<file path="src/rtl/dmem_pkg.sv">
// dmem_pkg: shared types, constants and helpers for the data-memory responder
package dmem_pkg;
  typedef enum logic [1:0] {IDLE, WAIT, RESP} state_t;
  localparam int WORD_BYTES = 4;
  localparam int WCOUNT_W = 16;
  function automatic logic [29:0] word_index(input logic [31:0] adr);
    return adr[31:2];
  endfunction
endpackage

</file>
<file path="src/rtl/dmem_array.sv">
// dmem_array: DEPTH x 32 RAM with synchronous write and combinational read
module dmem_array #(
  parameter int DEPTH = 64,
  parameter int AW = $clog2(DEPTH)
) (
  input  logic          clk,
  input  logic          we,
  input  logic [AW-1:0] widx,
  input  logic [31:0]   wdata,
  input  logic [AW-1:0] ridx,
  output logic [31:0]   rdata
);
  logic [31:0] mem [DEPTH];
  always_ff @(posedge clk)
    if (we) mem[widx] <= wdata;
  assign rdata = mem[ridx];
endmodule

</file>
<file path="src/rtl/dmem_responder.sv">
// dmem_responder: load/store responder with fixed latency, error flags and a write log
module dmem_responder
  import dmem_pkg::*;
#(
  parameter int DEPTH = 64,
  parameter int LATENCY = 2
) (
  input  logic                clk,
  input  logic                reset,
  input  logic                memread,
  input  logic                memwrite,
  input  logic [31:0]         dataadr,
  input  logic [31:0]         writedata,
  output logic [31:0]         readdata,
  output logic                ready,
  output logic                err,
  output logic [WCOUNT_W-1:0] wr_count,
  output logic [31:0]         last_wr_adr,
  output logic [31:0]         last_wr_data
);
  localparam int AW = $clog2(DEPTH);
  localparam logic [2:0] CNT_INIT = 3'(LATENCY > 0 ? LATENCY - 1 : 0);
  state_t st;
  logic [2:0] cnt;
  logic wr_q, cf_q, idle, rq_wr, rq_cf, rq_bad, go_resp, we;
  logic [31:0] adr_q, wd_q, rq_adr, rdata;
  logic [AW-1:0] ridx, widx;
  // In IDLE the live bus is used so a zero-latency access can respond next cycle
  always_comb begin
    idle = st == IDLE;
    rq_adr = idle ? dataadr : adr_q;
    rq_wr = idle ? memwrite : wr_q;
    rq_cf = idle ? memread & memwrite : cf_q;
    rq_bad = rq_cf | (|rq_adr[1:0]) | (rq_adr >= 32'(WORD_BYTES * DEPTH));
    ridx = AW'(word_index(rq_adr));
    widx = AW'(word_index(adr_q));
    go_resp = idle ? (memread | memwrite) && LATENCY == 0 : st == WAIT && cnt == 3'd0;
    we = st == RESP && wr_q && !err;
  end
  dmem_array #(.DEPTH(DEPTH)) u_array (
    .clk(clk), .we(we), .widx(widx), .wdata(wd_q), .ridx(ridx), .rdata(rdata)
  );
  always_ff @(posedge clk or negedge reset) begin
    if (!reset) begin
      st <= IDLE;
      cnt <= '0;
      ready <= 1'b0;
      err <= 1'b0;
      readdata <= '0;
      wr_count <= '0;
      last_wr_adr <= '0;
      last_wr_data <= '0;
      adr_q <= '0;
      wd_q <= '0;
      wr_q <= 1'b0;
      cf_q <= 1'b0;
    end else begin
      ready <= go_resp;
      err <= go_resp && rq_bad;
      readdata <= (go_resp && !rq_bad && !rq_wr) ? rdata : '0;
      if (we) begin
        last_wr_adr <= adr_q;
        last_wr_data <= wd_q;
        wr_count <= (wr_count == '1) ? wr_count : wr_count + 1'b1;
      end
      if (idle && (memread | memwrite)) begin
        adr_q <= dataadr;
        wd_q <= writedata;
        wr_q <= memwrite;
        cf_q <= memread & memwrite;
        cnt <= CNT_INIT;
        st <= (LATENCY == 0) ? RESP : WAIT;
      end else if (st == WAIT) begin
        cnt <= (cnt == 3'd0) ? cnt : cnt - 3'd1;
        st <= (cnt == 3'd0) ? RESP : WAIT;
      end else if (st == RESP) begin
        st <= IDLE;
      end
    end
  end
endmodule

</file>
<file path="config.mk">
export PLATFORM = sky130hd
export DESIGN_NAME = dmem_responder
export DESIGN_NICKNAME = d
export VERILOG_FILES = /design/src/rtl/dmem_pkg.sv /design/src/rtl/dmem_array.sv /design/src/rtl/dmem_responder.sv
export SDC_FILE = /design/constraint.sdc
export NUM_CORES = 2
export LEC_CHECK = 0
export CAP_MARGIN = 25
export CORE_MARGIN = 2
export CORE_UTILIZATION = 40
export CTS_BUF_LIST = sky130_fd_sc_hd__clkbuf_8
export DETAILED_ROUTE_END_ITERATION = 7
export PLACE_DENSITY = 0.67
export SLEW_MARGIN = 20
export SYNTH_ARGS = -nofsm -noshare
export SYNTH_HDL_FRONTEND = slang
export SYNTH_SLANG_ARGS = --single-unit
</file>
<file path="constraint.sdc">
create_clock -name clk -period 4.3 [get_ports clk]
set_input_delay 0.86 -clock clk [delete_from_list [all_inputs] [get_ports clk]]
set_output_delay 0.86 -clock clk [all_outputs]
set_load 0.05 [all_outputs]
</file>
==> impl_metrics.env <==
export IMPL_required_ns=5.27
export IMPL_grt_setup_unrepaired="no"
export IMPL_ys_warn_count=0
export IMPL_p_leak_uw=0.02935
export IMPL_num_fill_cells=17981
export IMPL_peakVddDrop_v=0.0002743
export IMPL_dpl_cell_area_mm2=0.09415
export IMPL_drc=0
export IMPL_status="finished clean"
export IMPL_vias=48829
export IMPL_cts_root_buf="clkbuf_8"
export IMPL_p_sw_frac=0.2038
export IMPL_synth_area_leaders="edfxtp_1 (71%), mux4_2 (7.6%), dfrtp_1 (5.4%)"
export IMPL_max_stage_delay_ns=0.70
export IMPL_core_mm2=0.2144
export IMPL_cts_resized=0
export IMPL_syn_area_per_cell_um2=17.75
export IMPL_yosysSeqAreaShare=0.7672
export IMPL_start_util=0.4020
export IMPL_fin_crit_ns=4.034
export IMPL_pin_count=182
export IMPL_ys_seq_elements=2233
export IMPL_hp_class="in -> reg"
export IMPL_power_uw=40170
export IMPL_die_x_um=468.2
export IMPL_final_util=0.4696
export IMPL_dieHeight_um=468.2
export IMPL_drtPass1Iterations=5
export IMPL_grt_busiest_layer="met2"
export IMPL_htree_levels=5
export IMPL_postCtsSetupRepairBufs=0
export IMPL_tns_ns=0
export IMPL_ys_types=64
export IMPL_clock_latency_ns=1.08
export IMPL_worstPathCellList="inv_1 -> ha_2 -> buf_12 -> mux2i_4 -> buf_12 -> buf_12 -> nand2_1 -> and3_1 -> a311oi_1 -> o21ai_0 -> a31oi_1 -> a221o_1"
export IMPL_cap_violations=0
export IMPL_preCtsSetupSlack_ns=0.1349
export IMPL_regArea_mm2=0.06618
export IMPL_syn_area_mm2=0.08620
export IMPL_synth_largest_area_cell="edfxtp_1"
export IMPL_crit_fanout=35
export IMPL_synth_edf_count=2048
export IMPL_r2r_start="st[1]"
export IMPL_synth_top_area_frac=0.7135
export IMPL_routabilityCongestion=0.8503
export IMPL_use_met1=0.2855
export IMPL_setup_violations_final=0
export IMPL_clock_path_buffers=4
export IMPL_power_internal_uw=31980
export IMPL_fin_skew_ns=0.07617
export IMPL_grt_pass1_vias=49193
export IMPL_synth_nets=4929
export IMPL_synth_flop_cell="edfxtp_1"
export IMPL_setup_ws_ns=0.2656
export IMPL_antenna_found_initial=11
export IMPL_powerDensity_mw_per_mm2=398.9
export IMPL_synthArstFlopShare=0.08285
export IMPL_slowest_stage="a31oi_1"
export IMPL_wl_per_cell_um=27.73
export IMPL_grt_max_degree=90
export IMPL_layout_commonest_cell="edfxtp_1"
export IMPL_clkPwrFrac=0.415
export IMPL_rr_endpoint="readdata[0]"
export IMPL_slew_headroom=0.3354
export IMPL_drive_gt1_frac=0.2171
export IMPL_reg2reg_depth=12
export IMPL_layout_cells_most_common_list="edfxtp_1 (2048), nand2_1 (825), clkbuf_8 (401)"
export IMPL_endpoint_kind="flip-flop"
export IMPL_track_usage=0.2130
export IMPL_worstMarginPinSlew_ns=0.9947
export IMPL_worst_r2r_setup_slack_ns=0.27
export IMPL_multi_input_area_mm2=0.01927
export IMPL_hpwlAfterDp_um=132900
export IMPL_startpoint="st[1]"
export IMPL_overflow=0
export IMPL_finish_instance_area_mm2=0.1007
export IMPL_rows=170
export IMPL_critical_path_endpoint="readdata[0]"
export IMPL_drt_initial_drc_count=5493
export IMPL_synthCells=4855
export IMPL_crit_path_frequent_cell="buf_12"
export IMPL_use_met3=0.04818
export IMPL_clock_sinks=2233
export IMPL_slew_viol_final=0
export IMPL_dieArea_mm2=0.2192
export IMPL_seqPwrFrac=0.582
export IMPL_hold_viol=0
export IMPL_fmax_mhz=247.9
export IMPL_crit_type="reg -> reg"
export IMPL_grt_pass1_wl_um=340700
export IMPL_cts_clk_slew_worst_paths_ns=0.06
export IMPL_p_sw_uw=8188
export IMPL_ant_nets=0
export IMPL_syn2layout_area_growth_pct=16.81
export IMPL_wl_um=236400
export IMPL_use_met2=0.3489
export IMPL_numPortBuffers=181
export IMPL_period_share=0.9382
export IMPL_finalNetCount=5488
export IMPL_critPathLaunchType="flip-flop"
export IMPL_p_comb_frac=0.003
export IMPL_routed_via_density=5.728
export IMPL_cts_tree="built"
export IMPL_cts_buffers_inserted=359
export IMPL_arrival_ns=5.01
## critical path, delay by kind of cell (launching register included)
kind | cells | cell delay (ns)
muxes | 1 | 0.56
AOI/OAI and AO/OA | 4 | 1.35
DFF | 1 | 0.38
adders and majority gates | 1 | 0.43
buffers and inverters | 4 | 0.95
and+or+nand+nor | 2 | 0.24
## cell type report
type / count / area share
flip-flops and latches: 2233 / 0.6573
repair buffers: 473 / 0.05137
well taps: 2838 / 0.03527
diodes: 4 / 0.00009941
clock buffers: 401 / 0.05481
clock inverters: 229 / 0.009531
multi-input cells: 2341 / 0.1914
inverters: 6 / 0.0002237
## power groups by stage
stage          clock [µW]  sequential, µW  combinational, µW
6_report            16700           23400                128
2_1_floorplan           0           23800               2.41
5_1_grt             17900           23300                136
4_1_cts             16900           23400                130
3_5_place_dp            0           23800                129
3_3_place_gp            0           23800                128
## registers in the layout (all words and copies together), names as in the netlist, 2 cells and up
signal and count:
last_wr_adr 32, wd_q 32, cnt 3, wr_count 16, st 2, last_wr_data 32, readdata 32, u_array.mem 2048
adr_q 32
## synthesized netlist by cell type (all sizes together), types with 2 or more instances
cell type and instances:
clkbuf 132, a31o 11, xor2 4, a21oi 66, nor2 85, a211oi 5
o211ai 4, or2 4, nor4 12, buf 143, o2111a 6, xnor2 12
mux2i 227, nand3 76, a2111oi 4, a211o 5, or4 15, a221o 8
o22ai 10, a221oi 98, o21ai 166, a31oi 112, o21a 2, edfxtp 2048
mux2 81, dfrtp 185, a311oi 5, mux4 291, nand3b 4, and3 22
nor2b 2, nand2b 2, a22oi 79, nand2 825, nor3 11, a32oi 12
nand4 24, a21boi 30, ha 6, inv 6
## routing by layer
| metal | routed length [µm] | vias to the layer above |
|---|---|---|
| met5 | 20 | - |
| met4 | 5428 | 2 |
| met3 | 22910 | 348 |
| met2 | 114800 | 2620 |
| met1 | 93290 | 25471 |
| li1 | - | 20388 |
## cells by family (layout without fill, tap and decap cells)
| group | Yosys count | in the layout | synth area share |
|---|---|---|---|
| buf+inv | 281 | 1109 | 0.01650 |
| mux | 599 | 599 | 0.1130 |
| fa+ha+maj | 6 | 6 | 0.0008709 |
| simple gates | 1087 | 1087 | 0.05157 |
| other cells | 0 | 4 | 0 |
| flops | 2233 | 2233 | 0.7672 |
| xor+xnor | 16 | 16 | 0.001626 |
| compound gates | 633 | 633 | 0.04924 |
## timing repair
item / 4_1_cts / 5_1_grt
hold buffers: 1 / 0
endpoints found under the hold margin: 86 / 0
endpoints found under the setup margin: 0 / 0
## worst min-delay path by stage
stage                          startpoint         endpoint  slack (ns)  cells after the start
after floorplan                      cf_q             cf_q        0.45                      2
after global placement     last_wr_adr[6]   last_wr_adr[6]        0.46                      2
after detailed placement  last_wr_adr[13]  last_wr_adr[13]        0.46                      2
after CTS                   writedata[15]         wd_q[15]        0.24                      3
after global routing        writedata[21]         wd_q[21]        0.28                      3
final                       writedata[15]         wd_q[15]        0.33                      3
## metrics by stage
stage / std cells / hold slack, ns
after floorplan: 4855 / 0.4463
after global placement: 7880 / 0.4604
after detailed placement: 7889 / 0.4616
after CTS: 8520 / 0.2367
after global routing: 8523 / 0.2775
final: 8525 / 0.3331
No activity file was read; power rests on OpenSTA's default activity.
